File: src/rtl/eval_pkg.sv
// eval_pkg: shared constants, square mirroring helper and FSM state type for the eval pipeline.
`default_nettype none

package eval_pkg;

  localparam int NUM_SQ  = 64;
  localparam int ENTRY_W = 6;

  typedef enum logic [1:0] {
    IDLE = 2'd0,
    SCAN = 2'd1,
    DONE = 2'd2
  } kpst_state_t;

  // Rank mirror: flips rank (bits 5:3) and keeps file, so black reads the white-oriented map.
  function automatic logic [5:0] mirror_sq(input logic [5:0] sq);
    return sq ^ 6'd56;
  endfunction

endpackage

`default_nettype wire

File: src/rtl/kpst_lane.sv
// kpst_lane: one scan lane; selects the (optionally mirrored) map entry for a square and
// returns it sign-extended to SCORE_W when the square is occupied, else zero.
`default_nettype none

module kpst_lane #(
  parameter int ENTRY_W = eval_pkg::ENTRY_W,
  parameter int SCORE_W = 12
) (
  input  logic [5:0]                            sq,
  input  logic                                  side,
  input  logic                                  occ,
  input  logic [eval_pkg::NUM_SQ*ENTRY_W-1:0]   map_in,
  output logic [SCORE_W-1:0]                    contrib
);
  import eval_pkg::*;

  logic [5:0]                map_sq;
  logic signed [ENTRY_W-1:0] entry;

  always_comb begin
    map_sq  = side ? mirror_sq(sq) : sq;
    entry   = map_in[map_sq*ENTRY_W +: ENTRY_W];
    contrib = occ ? SCORE_W'(entry) : '0;
  end

endmodule

`default_nettype wire

File: src/rtl/king_pst_accumulator.sv
// king_pst_accumulator: walks a king bitboard and sums signed piece-square entries.
// Optional KPST_EARLY_EXIT_EN: stop scanning once no occupied squares remain.
`default_nettype none

module king_pst_accumulator #(
  parameter int ENTRY_W    = eval_pkg::ENTRY_W,
  parameter int SQ_PER_CYC = 1,
  parameter int SCORE_W    = 12
) (
  input  logic                                clk,
  input  logic                                rst_n,
  input  logic                                start,
  input  logic                                side,
  input  logic [63:0]                         bitboard,
  input  logic [eval_pkg::NUM_SQ*ENTRY_W-1:0] map_in,
  output logic                                busy,
  output logic                                done,
  output logic [SCORE_W-1:0]                  score
);
  import eval_pkg::*;

  kpst_state_t        state, state_nxt;
  logic [5:0]         index;
  logic [63:0]        bb_q;
  logic               side_q;
  logic [SCORE_W-1:0] acc, acc_nxt, lane_sum;
  logic               last_group;
  logic [5:0]         lane_sq  [SQ_PER_CYC];
  logic [SCORE_W-1:0] contrib  [SQ_PER_CYC];

  for (genvar k = 0; k < SQ_PER_CYC; k++) begin : g_lane
    assign lane_sq[k] = index + 6'(k);
    kpst_lane #(
      .ENTRY_W (ENTRY_W),
      .SCORE_W (SCORE_W)
    ) u_lane (
      .sq      (lane_sq[k]),
      .side    (side_q),
      .occ     (bb_q[lane_sq[k]]),
      .map_in  (map_in),
      .contrib (contrib[k])
    );
  end

  always_comb begin
    lane_sum = '0;
    for (int k = 0; k < SQ_PER_CYC; k++) begin
      lane_sum = lane_sum + contrib[k];
    end
    acc_nxt = acc + lane_sum;
  end

`ifdef KPST_EARLY_EXIT_EN
  logic [63:0] grp_mask, bb_rem;
  assign grp_mask   = {{(64-SQ_PER_CYC){1'b0}}, {SQ_PER_CYC{1'b1}}};
  assign bb_rem     = bb_q & ~(grp_mask << index);
  assign last_group = (bb_rem == 64'd0);
`else
  assign last_group = (index == 6'(NUM_SQ - SQ_PER_CYC));
`endif

  always_comb begin
    state_nxt = state;
    case (state)
      IDLE:    if (start) state_nxt = SCAN;
      SCAN:    if (last_group) state_nxt = DONE;
      DONE:    state_nxt = IDLE;
      default: state_nxt = IDLE;
    endcase
  end

  assign busy = (state == SCAN);
  assign done = (state == DONE);

  // Score is captured on the final SCAN edge so it is already valid during the done pulse.
  always_ff @(posedge clk or negedge rst_n) begin
    if (!rst_n) begin
      state  <= IDLE;
      index  <= '0;
      acc    <= '0;
      score  <= '0;
      bb_q   <= '0;
      side_q <= 1'b0;
    end else begin
      state <= state_nxt;
      case (state)
        IDLE: begin
          if (start) begin
            bb_q   <= bitboard;
            side_q <= side;
            acc    <= '0;
            index  <= '0;
          end
        end
        SCAN: begin
          acc   <= acc_nxt;
          index <= index + 6'(SQ_PER_CYC);
`ifdef KPST_EARLY_EXIT_EN
          bb_q  <= bb_rem;
`endif
          if (last_group) score <= acc_nxt;
        end
        default: ;
      endcase
    end
  end

endmodule

`default_nettype wire
File: config.mk
export PLATFORM = sky130hd
export DESIGN_NAME = king_pst_accumulator
export DESIGN_NICKNAME = d
export VERILOG_FILES = /design/src/rtl/eval_pkg.sv /design/src/rtl/kpst_lane.sv /design/src/rtl/king_pst_accumulator.sv
export SDC_FILE = /design/constraint.sdc
export NUM_CORES = 1
export LEC_CHECK = 0
export CORE_AREA = 4 4 179 181
export CTS_CLUSTER_DIAMETER = 50
export DETAILED_ROUTE_END_ITERATION = 10
export DIE_AREA = 0 0 183 185
export SLEW_MARGIN = 20
export SYNTH_ARGS = -nofsm -noshare
export SYNTH_HDL_FRONTEND = slang
export SYNTH_SLANG_ARGS = --single-unit
File: constraint.sdc
create_clock -name clk -period 8.4 [get_ports clk]
set_clock_uncertainty 0.15 [all_clocks]
set_input_delay 1.68 -clock clk [delete_from_list [all_inputs] [get_ports clk]]
set_output_delay 1.68 -clock clk [all_outputs]
set_load 0.005 [all_outputs]
Word-level counts from Yosys, hierarchy flattened
Index checks and enable logic that the tools add are counted.

storage, ports and cells
  flip-flop bits (word level) = 97
  input port bits = 452
  output and inout port bits = 14
  word-level logic and storage cells = 34

operators by class
  $add $sub $neg = 2
  multipliers = 1
  $lt $le $gt $ge = 1
  eq/ne operators = 5
  shift operators = 1
  mux-type cells = 11
  bitwise logic cells = 1
  reductions and logical operators = 6

operators by type and width
  operator                                                              number
  384-bit by 10-bit variable part select with 6-bit output              1
  12-bit two-way mux                                                    2
  12-bit one-hot mux with 2 select lines                                1
  12-bit adder                                                          1
  6-bit two-way mux                                                     2
  6-bit one-hot mux with 2 select lines                                 1
  6-bit by 2-bit multiplier with 8-bit output, second input constant    1
  2-bit AND reduction                                                   4
  6-bit by 7-bit < comparator with 1-bit output, second input constant  1
  6-bit by 1-bit adder with 6-bit output, second input constant         1
  1-bit binary-select mux with 6-bit select                             1
  6-bit == test, second input constant                                  1
  2-bit two-way mux                                                     2
  2-bit one-hot mux with 2 select lines                                 1
  3-bit NOT                                                             1
  2-bit by 1-bit == test with 1-bit output, second input constant       1
  2-bit == test, second input constant                                  1
  2-bit zero test                                                       1
  2-bit by 1-bit != test with 1-bit output, second input constant       1
  2-bit != test, second input constant                                  1
  2-bit nonzero test                                                    1
  1-bit two-way mux                                                     1

Logic depth before layout (Yosys ltp)
Gate-level depths: netlist of the first run.

  word-level depth = 7
  depth in mapped cells = 21
  gate-level depth less buffers = 16

Hierarchy
Synthesis of the first run repeated with hierarchy kept, for this count alone.

unflattened totals
  cells, all modules = 600
  area total of the unflattened synthesis = 8259.2 µm²

by module, submodules not included
  module                times used  cells an instance  area each (µm²)  seq. area each (µm²)
  king_pst_accumulator  1           341                4729.5           2427.3
  kpst_lane             1           259                3529.6           0.0

Worst setup path after synthesis of the first run
No wires, ideal clock.

  kind = input-to-reg
  from = input map_in[114] (netlist bit)
  to = register score[10]
  library setup time = 125 ps
  data arrival time = 4804 ps
  required time = 8125 ps
  path slack = 3322 ps
  stages on the path = 15
  buffers on the path = 0
  cells stage by stage = mux4_2 > o22ai_1 > a21oi_1 > a211oi_1 > nor3_1 > ha_1 > fa_1 > a21o_1 > a21oi_1 > nor2b_1 > o21a_1 > o41ai_1 > o21ai_0 > xor2_1 > mux2_2

on the way
  word-level cells in the longest chain between the ends = 3

ends and longest elaborated chain
  item                                                      RTL line                     RTL
  from (decl)                                               king_pst_accumulator.sv:15   input logic [eval_pkg::NUM_SQ*ENTRY_W-1:0] map_in,
  384-bit by 10-bit variable part select with 6-bit output  kpst_lane.sv:22              entry = map_in[map_sq*ENTRY_W +: ENTRY_W];
  12-bit two-way mux                                        kpst_lane.sv:23              contrib = occ ? SCORE_W'(entry) : '0;
  12-bit adder                                              king_pst_accumulator.sv:50   acc_nxt = acc + lane_sum;
  to (signal assigned)                                      king_pst_accumulator.sv:101  if (last_group) score <= acc_nxt;
  to (decl)                                                 king_pst_accumulator.sv:18   output logic [SCORE_W-1:0] score

Every way passes these cells.
A chain may end at the register's enable or synchronous reset.

Worst setup path after layout of the first run
  from = register index[1]
  to = register score[10]

on the way
  word-level cells in the longest chain between the ends = 5
  elaborated cells on any way between the ends = 9
  those cells by class = add/sub (1); mul (1); eq/ne (1); shift (1); mux (4); reduce/logical (1)

ends and longest elaborated chain
  item                                                      RTL line                    RTL
  from (decl)                                               king_pst_accumulator.sv:23  logic [5:0] index;
  from (signal assigned)                                    king_pst_accumulator.sv:97  index <= index + 6'(SQ_PER_CYC);
  6-bit two-way mux                                         kpst_lane.sv:21             map_sq = side ? mirror_sq(sq) : sq;
  6-bit by 2-bit multiplier with 8-bit output               kpst_lane.sv:22
  384-bit by 10-bit variable part select with 6-bit output  kpst_lane.sv:22
  12-bit two-way mux                                        kpst_lane.sv:23
  12-bit adder                                              king_pst_accumulator.sv:50

Parallel ways exist; a longest one is shown, timed or not. The select of a mux whose other input is x is not followed.

==> results.md, run 1 <==
* Drt total wl at 35,800 µm
* #FFs+latches synth at 97
* Setup TNS at 0 ps
* Rows at 64
* Async SR Flop Fraction at 100%
* Syn Nets at 1,141
* Vias at 7,750
* DR pass1 iterations at 5
* Area of the multi-input gates at 5240 µm²
* ANT nets after route at 0
* First-pass GRT wire length at 50,400 µm
* DRC viols at 0
* CP Capture Type: flop
* Initial Util at 26.0%
* CTS Buf Count at 9
* Routability Congestion at 0.852
* Clk Latency, worst-skew pair at 350 ps
* Slowest CP cell: buf_4
* Share of the synthesized area in the top cell type at 30.7%
* Most instantiated library cell after synthesis: dfrtp_1
* CP dominant cell by count: mux4_2
* CP startpoint kind: flop
* Worst vdd ir at 0.163 mV
* CTS Hold Bufs at 0
* Syn Area/Cell at 11.7 µm²
* CTS clock-pin slew for the worst setup and hold paths at 80 ps
* Rel. slew slack at 30.5%
* CTS tree: built
* RSZ-0062 raised after global routing: no
* Post-route minimum period at 5650 ps
* Fmax at 177 MHz
* CTS Buffer Depth at 2
* Vias per inst at 5.15
* Yosys top cell by area: dfrtp_1
* Post-DP Area at 13,000 µm²
* Worst Path Max Fanout at 54
* Req. time, crit path at 8500 ps
* Boundary Pins at 466
* Vias in the first global route at 7,984
* Register Area at 2440 µm²
* Post-route cell area at 13,300 µm²
* Antenna violations before repair at 1
* Layout fillers at 2,876
* Number of port buffers at 465
* Leakage at 5.10 nW
* Fin nets at 1,568
* Number of synthesized flops with an enable pin at 0
* Commonest cells in the netlist: 97 x dfrtp_1, 90 x mux2i_1, 72 x mux4_2
* Clock root buffer: clkbuf_16
* Dominant synthesized flop cell: dfrtp_1
* Synthesis-to-layout area growth at 67.6%
* Fin util at 43.6%
* Pwr/cell area at 294 nW/µm²
* CP delay by family, top: compound AO/OA/AOI/OAI gates
* Period utilization at 67.2%
* Slew @ Worst Pin at 1040 ps
* DR iter-0 viols at 348
* GRT overflow at 0
* Critical path type: flop to flop
* HP Class: flop to flop
* Final Setup Violations at 0
* Post-DP HPWL at 29,400 µm
* CORE AREA at 30,400 µm²
* Die ar. at 33,900 µm²
* Setup repair bufs after CTS at 0
* Register area share after synthesis at 30.7%
* Mapped Area at 7920 µm²
* Largest net degree at the start of global routing at 76
* WP data arrival at 5740 ps
* Chip Height at 185 µm
* Synth warnings at 0
* Number of max-slew violations in the final report at 0
* DR WL/cell at 23.8 µm
* Share of cells above drive strength 1 at 16.3%
* Run status: complete, no violations
* Post-Synthesis Cells at 676
* Distinct cell type count after synthesis at 50
* Max_cap viols at 0
* Top post-synthesis cells by area: dfrtp_1 31%, mux4_2 20%, mux2i_1 11%
* Global Route Usage Sum at 19.9%
* CP Buf/Inv Count at 1
* Post-cts sizing count at 0
* Max incr delay on CP at 730 ps
* Final Hold Vio Count at 0
* Die width at 183 µm
* Critical path cell sequence: buf_4, mux4_2, mux4_2, o221ai_1, nor3_1, ha_1, fa_1, a21o_1, a21oi_1, nor2b_1, o21a_1, o41ai_1, o21ai_0, xor2_1, mux2_2
* Clk sink count at 97
* CTS H-tree lvls at 3
[sequential cells by signal, summed over array words and instances, names as in the netlist]
signal and flops:
score 12, side_q 1, bb_q 64, index 6
state 2, acc 12
[layout make-up]
cell class | count | share of cell area, %
multi-input combinational | 514 | 39.5
timing repair buffer | 478 | 36.0
sequential | 97 | 18.4
tap | 396 | 3.74
clock buffer | 9 | 1.70
clock inverter | 7 | 0.623
inverter | 3 | 0.0849
antenna | 1 | 0.0189
[per-layer routing]
| metal | GRT usage, % | wire [µm] | vias up |
|---|---|---|---|
| li1 | - | - | 3574 |
| met4 | 4.98 | 768 | 2 |
| met3 | 5.05 | 2980 | 40 |
| met2 | 35.3 | 18400 | 347 |
| met5 | 0 | 13 | - |
| met1 | 24.1 | 13600 | 3787 |
[metrics by stage]
step,setup slack (ps),total power [mW],instances,hold WS [ps]
after floorplan,3320,2.61,676,320
after global placement,2460,3.48,1488,313
after detailed placement,2450,3.51,1488,316
after CTS,2710,3.96,1504,336
after global routing,2330,4.20,1504,370
final,2750,3.89,1505,329
[worst register-to-register path: cells and delay by family (launching register included)]
kind	cells	cell delay, ps
adders and majority gates	2	690
DFF	1	610
buffers and inverters	1	740
AOI/OAI and AO/OA	6	1720
muxes	3	1200
xor gates and xnor gates	1	180
and+or+nand+nor	2	240
[logic make-up (layout without fill, tap and decap cells)]
kind of cell,Yosys count,in the layout,share of synthesized area [%]
flip-flops,97,97,30.7
multiplexers,231,231,41.7
buffers and inverters,65,497,3.70
adder cells (fa/ha/maj),13,13,2.15
other,0,1,0
AND/OR/NAND/NOR,107,107,5.99
AO/OA/AOI/OAI,146,146,13.7
XOR/XNOR,17,17,2.07
[final timing paths]
check | from | endpoint | slack [ps] | depth (start not counted)
min reg2reg | score[7] | score[7] | 330 | 2
min | score[7] | score[7] | 330 | 2
max | index[1] | score[10] | 2750 | 15
max reg2reg | index[1] | score[10] | 2750 | 15
max in group asynchronous | rst_n | index[1] | 5720 | 2
min in group asynchronous | rst_n | state[1] | 1140 | 1
[report_power, final]
group          total [mW]  switching (mW)  internal [mW]
clock network       0.433           0.196          0.237
logic                2.69            1.34           1.35
registers           0.774           0.142          0.632
total                3.89            1.68           2.22
[placed cells by master, fill, tap and decap left out, types with 10 or more instances in the layout]
cell             netlist  final
a211oi_1              22     22
a21oi_1               17     17
a22o_1                13     13
buf_4                  0     12
clkdlybuf4s50_1        0    464
dfrtp_1               97     94
ha_1                  12     12
mux2_2                69     69
mux2i_1               90     90
mux4_2                72     72
nand2_1               56     56
nor2_1                15     15
o21ai_0               10     10
o221ai_1              41     41
o22ai_1               21     21
xnor2_1               11     10
(Power assumes the default switching activity.)
==> run 2, diff against run 1 <==
--- a/config.mk
+++ b/config.mk
@@ -5,10 +5,10 @@
 export SDC_FILE = /design/constraint.sdc
 export NUM_CORES = 1
 export LEC_CHECK = 0
-export CORE_AREA = 4 4 179 181
+export CORE_AREA = 4 4 180 182
 export CTS_CLUSTER_DIAMETER = 50
 export DETAILED_ROUTE_END_ITERATION = 10
-export DIE_AREA = 0 0 183 185
+export DIE_AREA = 0 0 184 186
 export SLEW_MARGIN = 20
 export SYNTH_ARGS = -nofsm -noshare
 export SYNTH_HDL_FRONTEND = slang
==> constraint.sdc (replaced) <==
create_clock -name clk -period 5.03 [get_ports clk]
set_clock_uncertainty 0.15 [all_clocks]
set_input_delay 1.006 -clock clk [delete_from_list [all_inputs] [get_ports clk]]
set_output_delay 1.006 -clock clk [all_outputs]
set_load 0.005 [all_outputs]
==> results.md, run 2 (synthesized netlist as in run 1, its figures left out) <==
* Leakage at 5.33 nW
* CP startpoint kind: flop
* DR iter-0 viols at 402
* Sequential share of power at 18.5%
* CP Capture Type: flop
* ANT nets after route at 0
* Boundary Pins at 466
* Top flop regs: bb_q (64), acc (12), score (12)
* Clk sink count at 97
* Combinational Power Share at 71.0%
* Post-DP HPWL at 30,300 µm
* Global Route Usage Sum at 20.0%
* Switching part of the total power at 41.7%
* Vias in the first global route at 8,103
* Rows at 64
* Commonest non-fill, non-tap cell in the layout: clkdlybuf4s50_1
* Antenna violations before repair at 3
* Sw power at 2.89 mW
* Synthesis-to-layout area growth at 72.6%
* Clock root buffer: clkbuf_16
* Diodes inserted at 0
* CTS clock-pin slew for the worst setup and hold paths at 80 ps
* Die width at 184 µm
* Req. time, crit path at 5130 ps
* Die ar. at 34,200 µm²
* Fin nets at 1,610
* Total power draw at 6.91 mW
* Setup TNS at 0 ps
* CORE AREA at 30,600 µm²
* Number of port buffers at 465
* CTS H-tree lvls at 3
* Max_cap viols at 0
* DR pass1 iterations at 4
* Pint at 4.03 mW
* Drt total wl at 36,800 µm
* DR WL/cell at 23.8 µm
* Layout fillers at 2,886
* Clock power share at 10.5%
* Number of max-slew violations in the final report at 0
* Pwr/cell area at 506 nW/µm²
* Routability Congestion at 0.869
* HP Class: flop to flop
* Run status: complete, no violations
* Final Setup Violations at 0
* Post-route minimum period at 4750 ps
* Initial Util at 25.9%
* Largest register FFs at 64
* CTS Buf Count at 9
* DRC viols at 0
* Slew @ Worst Pin at 935 ps
* WP data arrival at 4840 ps
* Vias at 7,834
* First-pass GRT wire length at 51,500 µm
* Final Hold Vio Count at 0
* CTS Buffer Depth at 2
* Critical path type: flop to flop
* Final std cells w/o fill at 1,546
* Worst vdd ir at 0.234 mV
* Chip Height at 186 µm
* Commonest non-fill, non-tap cells in the layout: 464 x clkdlybuf4s50_1, 94 x dfrtp_1, 90 x mux2i_1
* Rel. slew slack at 37.6%
* GRT overflow at 0
* Clk Latency, worst-skew pair at 360 ps
* Largest register by flop count: bb_q
* RSZ-0062 raised after global routing: no
* Fin util at 44.6%
* Fmax at 211 MHz
* Period utilization at 94.4%
* Worst Path Max Fanout at 20
* CTS tree: built
* Largest net degree at the start of global routing at 73
* Share of cells above drive strength 1 at 19.7%
* Vias per inst at 5.07
* Dpl cells at 1,519
run 2: layout make-up:
class                      count  area (µm²)  share of cell area [%]
multi-input combinational    514        5250                    38.5
clock inverter                 7        83.8                   0.614
inverter                       3        11.3                  0.0824
tap                          396         495                    3.63
sequential                    97        2440                    17.8
timing repair buffer         520        5150                    37.7
clock buffer                   9         225                    1.65
run 2: worst paths after layout:
| path | startpoint | end | slack (ps) | cells after the start |
|---|---|---|---|---|
| max in group asynchronous | rst_n | bb_q[41] | 3180 | 2 |
| worst max-delay path | index[1] | acc[11] | 280 | 17 |
| worst min-delay path | score[6] | score[6] | 330 | 2 |
| min in group asynchronous | rst_n | bb_q[26] | 650 | 1 |
| worst min register to register | score[6] | score[6] | 330 | 2 |
| worst max register to register | index[1] | acc[11] | 280 | 17 |
run 2: repair_timing:
item | 4_1_cts | 5_1_grt
gates cloned | 0 | 0
hold buffers | 0 | 0
resized for setup | 1 | 2
buffers inserted | 0 | 11
endpoints found under the setup margin | 2 | 4
pin swaps | 0 | 0
endpoints found under the hold margin | 0 | 0
run 2: routing by layer:
metal  track usage (%)  part of all wire (%)
met3              5.16                   7.9
met4              2.81                  0.84
met2              36.2                    52
met5                 0                 0.073
met1              24.6                    39
run 2: per-stage QoR:
step                setup WS [ps]  hold WS (ps)  cell area [µm²]
floorplan                    37.6           320             7920
global placement             -244           313            13300
detailed placement           -286           312            13300
CTS                          16.7           331            13600
global route                 6.03           352            13700
finish                        281           332            13700
run 2: critical path, cell delays in order (launching register included):
cell,delay [ps]
dfrtp_4,640
nand2b_2,290
buf_4,240
o221ai_1,390
o22ai_1,180
a211oi_2,330
buf_4,170
a211oi_1,50
nor3_2,250
ha_1,290
a211oi_1,340
o21ai_0,210
nand4_1,130
nand2_1,80
o41a_1,390
a21oi_1,170
nor4b_1,80
a221o_1,260
run 2: power by group through the flow:
stage / clock [mW] / sequential (mW) / combinational (mW)
6_report: 0.723 / 1.28 / 4.91
5_1_grt: 0.784 / 1.33 / 5.34
4_1_cts: 0.741 / 1.31 / 4.91
3_5_place_dp: 0 / 1.32 / 4.88
3_3_place_gp: 0 / 1.31 / 4.84
2_1_floorplan: 0 / 1.17 / 3.19
==> run 3, diff against run 2 <==
--- a/config.mk
+++ b/config.mk
@@ -9,6 +9,7 @@
 export CTS_CLUSTER_DIAMETER = 50
 export DETAILED_ROUTE_END_ITERATION = 10
 export DIE_AREA = 0 0 184 186
+export DONT_BUFFER_PORTS = 1
 export SLEW_MARGIN = 20
 export SYNTH_ARGS = -nofsm -noshare
 export SYNTH_HDL_FRONTEND = slang
==> results.md, run 3 (synthesized netlist as in run 1, its figures left out) <==
* Run status: complete, no violations
* HP Class: primary input to async pin
* Max_cap viols at 0
* Clock root buffer: clkbuf_16
* Share of cells above drive strength 1 at 30.4%
* Fmax at 209 MHz
* Top flop regs: bb_q (64), acc (12), score (12)
* CTS clock-pin slew for the worst setup and hold paths at 70 ps
* First-pass GRT wire length at 42,200 µm
* Die width at 184 µm
* Number of max-slew violations in the final report at 0
* Antenna violations before repair at 21
* Die ar. at 34,200 µm²
* Crit. Startpoint: index[0]
* GRT overflow at 0
* Critical path type: flop to flop
* CORE AREA at 30,600 µm²
* Setup TNS at 0 ps
* Number of port buffers at 0
* Worst vdd ir at 0.325 mV
* Leakage at 3.40 nW
* Vias per inst at 5.76
* Rows at 64
* Vias at 6,110
* Clk sink count at 97
* Post-route minimum period at 4790 ps
* ANT nets after route at 0
* Final Setup Violations at 0
* Vias in the first global route at 6,235
* Pre-CTS setup slack at 48.9 ps
* CP startpoint kind: flop
* Pwr/cell area at 709 nW/µm²
* WP data arrival at 4890 ps
* Reg2reg start: index[0]
* Req. time, crit path at 5120 ps
* Clk Latency, worst-skew pair at 350 ps
* Final WS setup at 235 ps
* Global Route Usage Sum at 17.1%
* DRC viols at 0
* Period utilization at 95.3%
* CTS H-tree lvls at 3
* DR iter-0 viols at 469
* Rel. slew slack at 42.2%
* CTS Buffer Depth at 2
* CTS tree: built
* Largest register by flop count: bb_q
* Largest register FFs at 64
* Final Hold Vio Count at 0
* Post-DP HPWL at 26,700 µm
* Fin nets at 1,118
* Routability Congestion at 0.791
* CP Capture Type: flop
* CTS Hold Bufs at 0
* Worst Path Max Fanout at 75
* Initial Util at 25.9%
* Commonest non-fill, non-tap cell in the layout: dfrtp_1
* Chip Height at 186 µm
* Boundary Pins at 466
* Slew @ Worst Pin at 866 ps
* Largest net degree at the start of global routing at 98
* Layout fillers at 3,165
* DR pass1 iterations at 5
* Synthesis-to-layout area growth at 11.9%
* Drt total wl at 32,100 µm
* Commonest non-fill, non-tap cells in the layout: 94 x dfrtp_1, 90 x mux2i_1, 72 x mux4_2
* Depth of the most critical reg-to-reg path at 16
* DR WL/cell at 30.3 µm
* CTS Buf Count at 9
run 3: cell types whose count changed in the layout (fill, tap and decap cells not counted), sizes merged:
cell and delta:
clkbuf +2, clkinv -1, buf -29, inv +1, diode +6, clkdlybuf4s50 -464, bufinv -1
run 3: final timing paths:
| check | end | slack [ps] |
|---|---|---|
| worst max-delay path | score[10] | 240 |
| worst min register to register | bb_q[50] | 360 |
| worst max register to register | score[10] | 240 |
| min in group clk | bb_q[50] | 360 |
| worst min-delay path | bb_q[25] | 190 |
| max in group asynchronous | index[0] | 4420 |
run 3: timing repair:
item | 4_1_cts | 5_1_grt
gates resized for setup | 0 | 9
endpoints found under the hold margin | 0 | 0
setup buffers | 0 | 0
endpoints found under the setup margin | 0 | 4
run 3: critical path, stage by stage (launching register included):
cell	delay, ps
dfrtp_4	510
buf_16	350
mux4_2	620
o22ai_1	170
a21oi_1	90
a211oi_1	320
nor3_1	90
ha_1	240
fa_1	440
a21o_1	180
a21oi_1	210
nor2b_1	70
o21a_1	210
o41ai_4	280
o21ai_0	180
xor2_1	180
mux2_2	270
run 3: final cells by class:
cell class	count	area (µm²)	area share, %
repair buffers	28	322	3.63
flip-flops and latches	97	2440	27.5
inverters	3	11.3	0.127
clock inverters	6	57.6	0.650
clock buffers	10	239	2.70
multi-input cells	514	5280	59.6
well taps	396	495	5.60
diodes	6	15.0	0.170
run 3: layer usage:
metal,GRT usage (%),vias to the layer above,wire length (µm)
met1,20.8,3029,12200
met2,29.2,331,16200
li1,-,2675,-
met3,5.22,55,2770
met4,5.26,20,767
met5,0,-,137
run 3: per-stage QoR:
step / cell area [µm²] / total power, mW / utilization, % / instances / hold WS, ps
floorplan: 7920 / 4.36 / - / 676 / 320
global placement: 8460 / 5.47 / 27.7 / 1037 / 336
detailed placement: 8460 / 5.56 / 27.7 / 1037 / 344
CTS: 8760 / 6.28 / 28.6 / 1053 / 178
global route: 8850 / 6.77 / 28.9 / 1059 / 174
finish: 8850 / 6.28 / 28.9 / 1060 / 191
run 3: power by group:
| group | leakage [nW] | internal [mW] | switching, mW |
|---|---|---|---|
| clock | 0.148 | 0.362 | 0.330 |
| combinational | 2.10 | 2.03 | 2.23 |
| sequential | 1.15 | 1.06 | 0.270 |
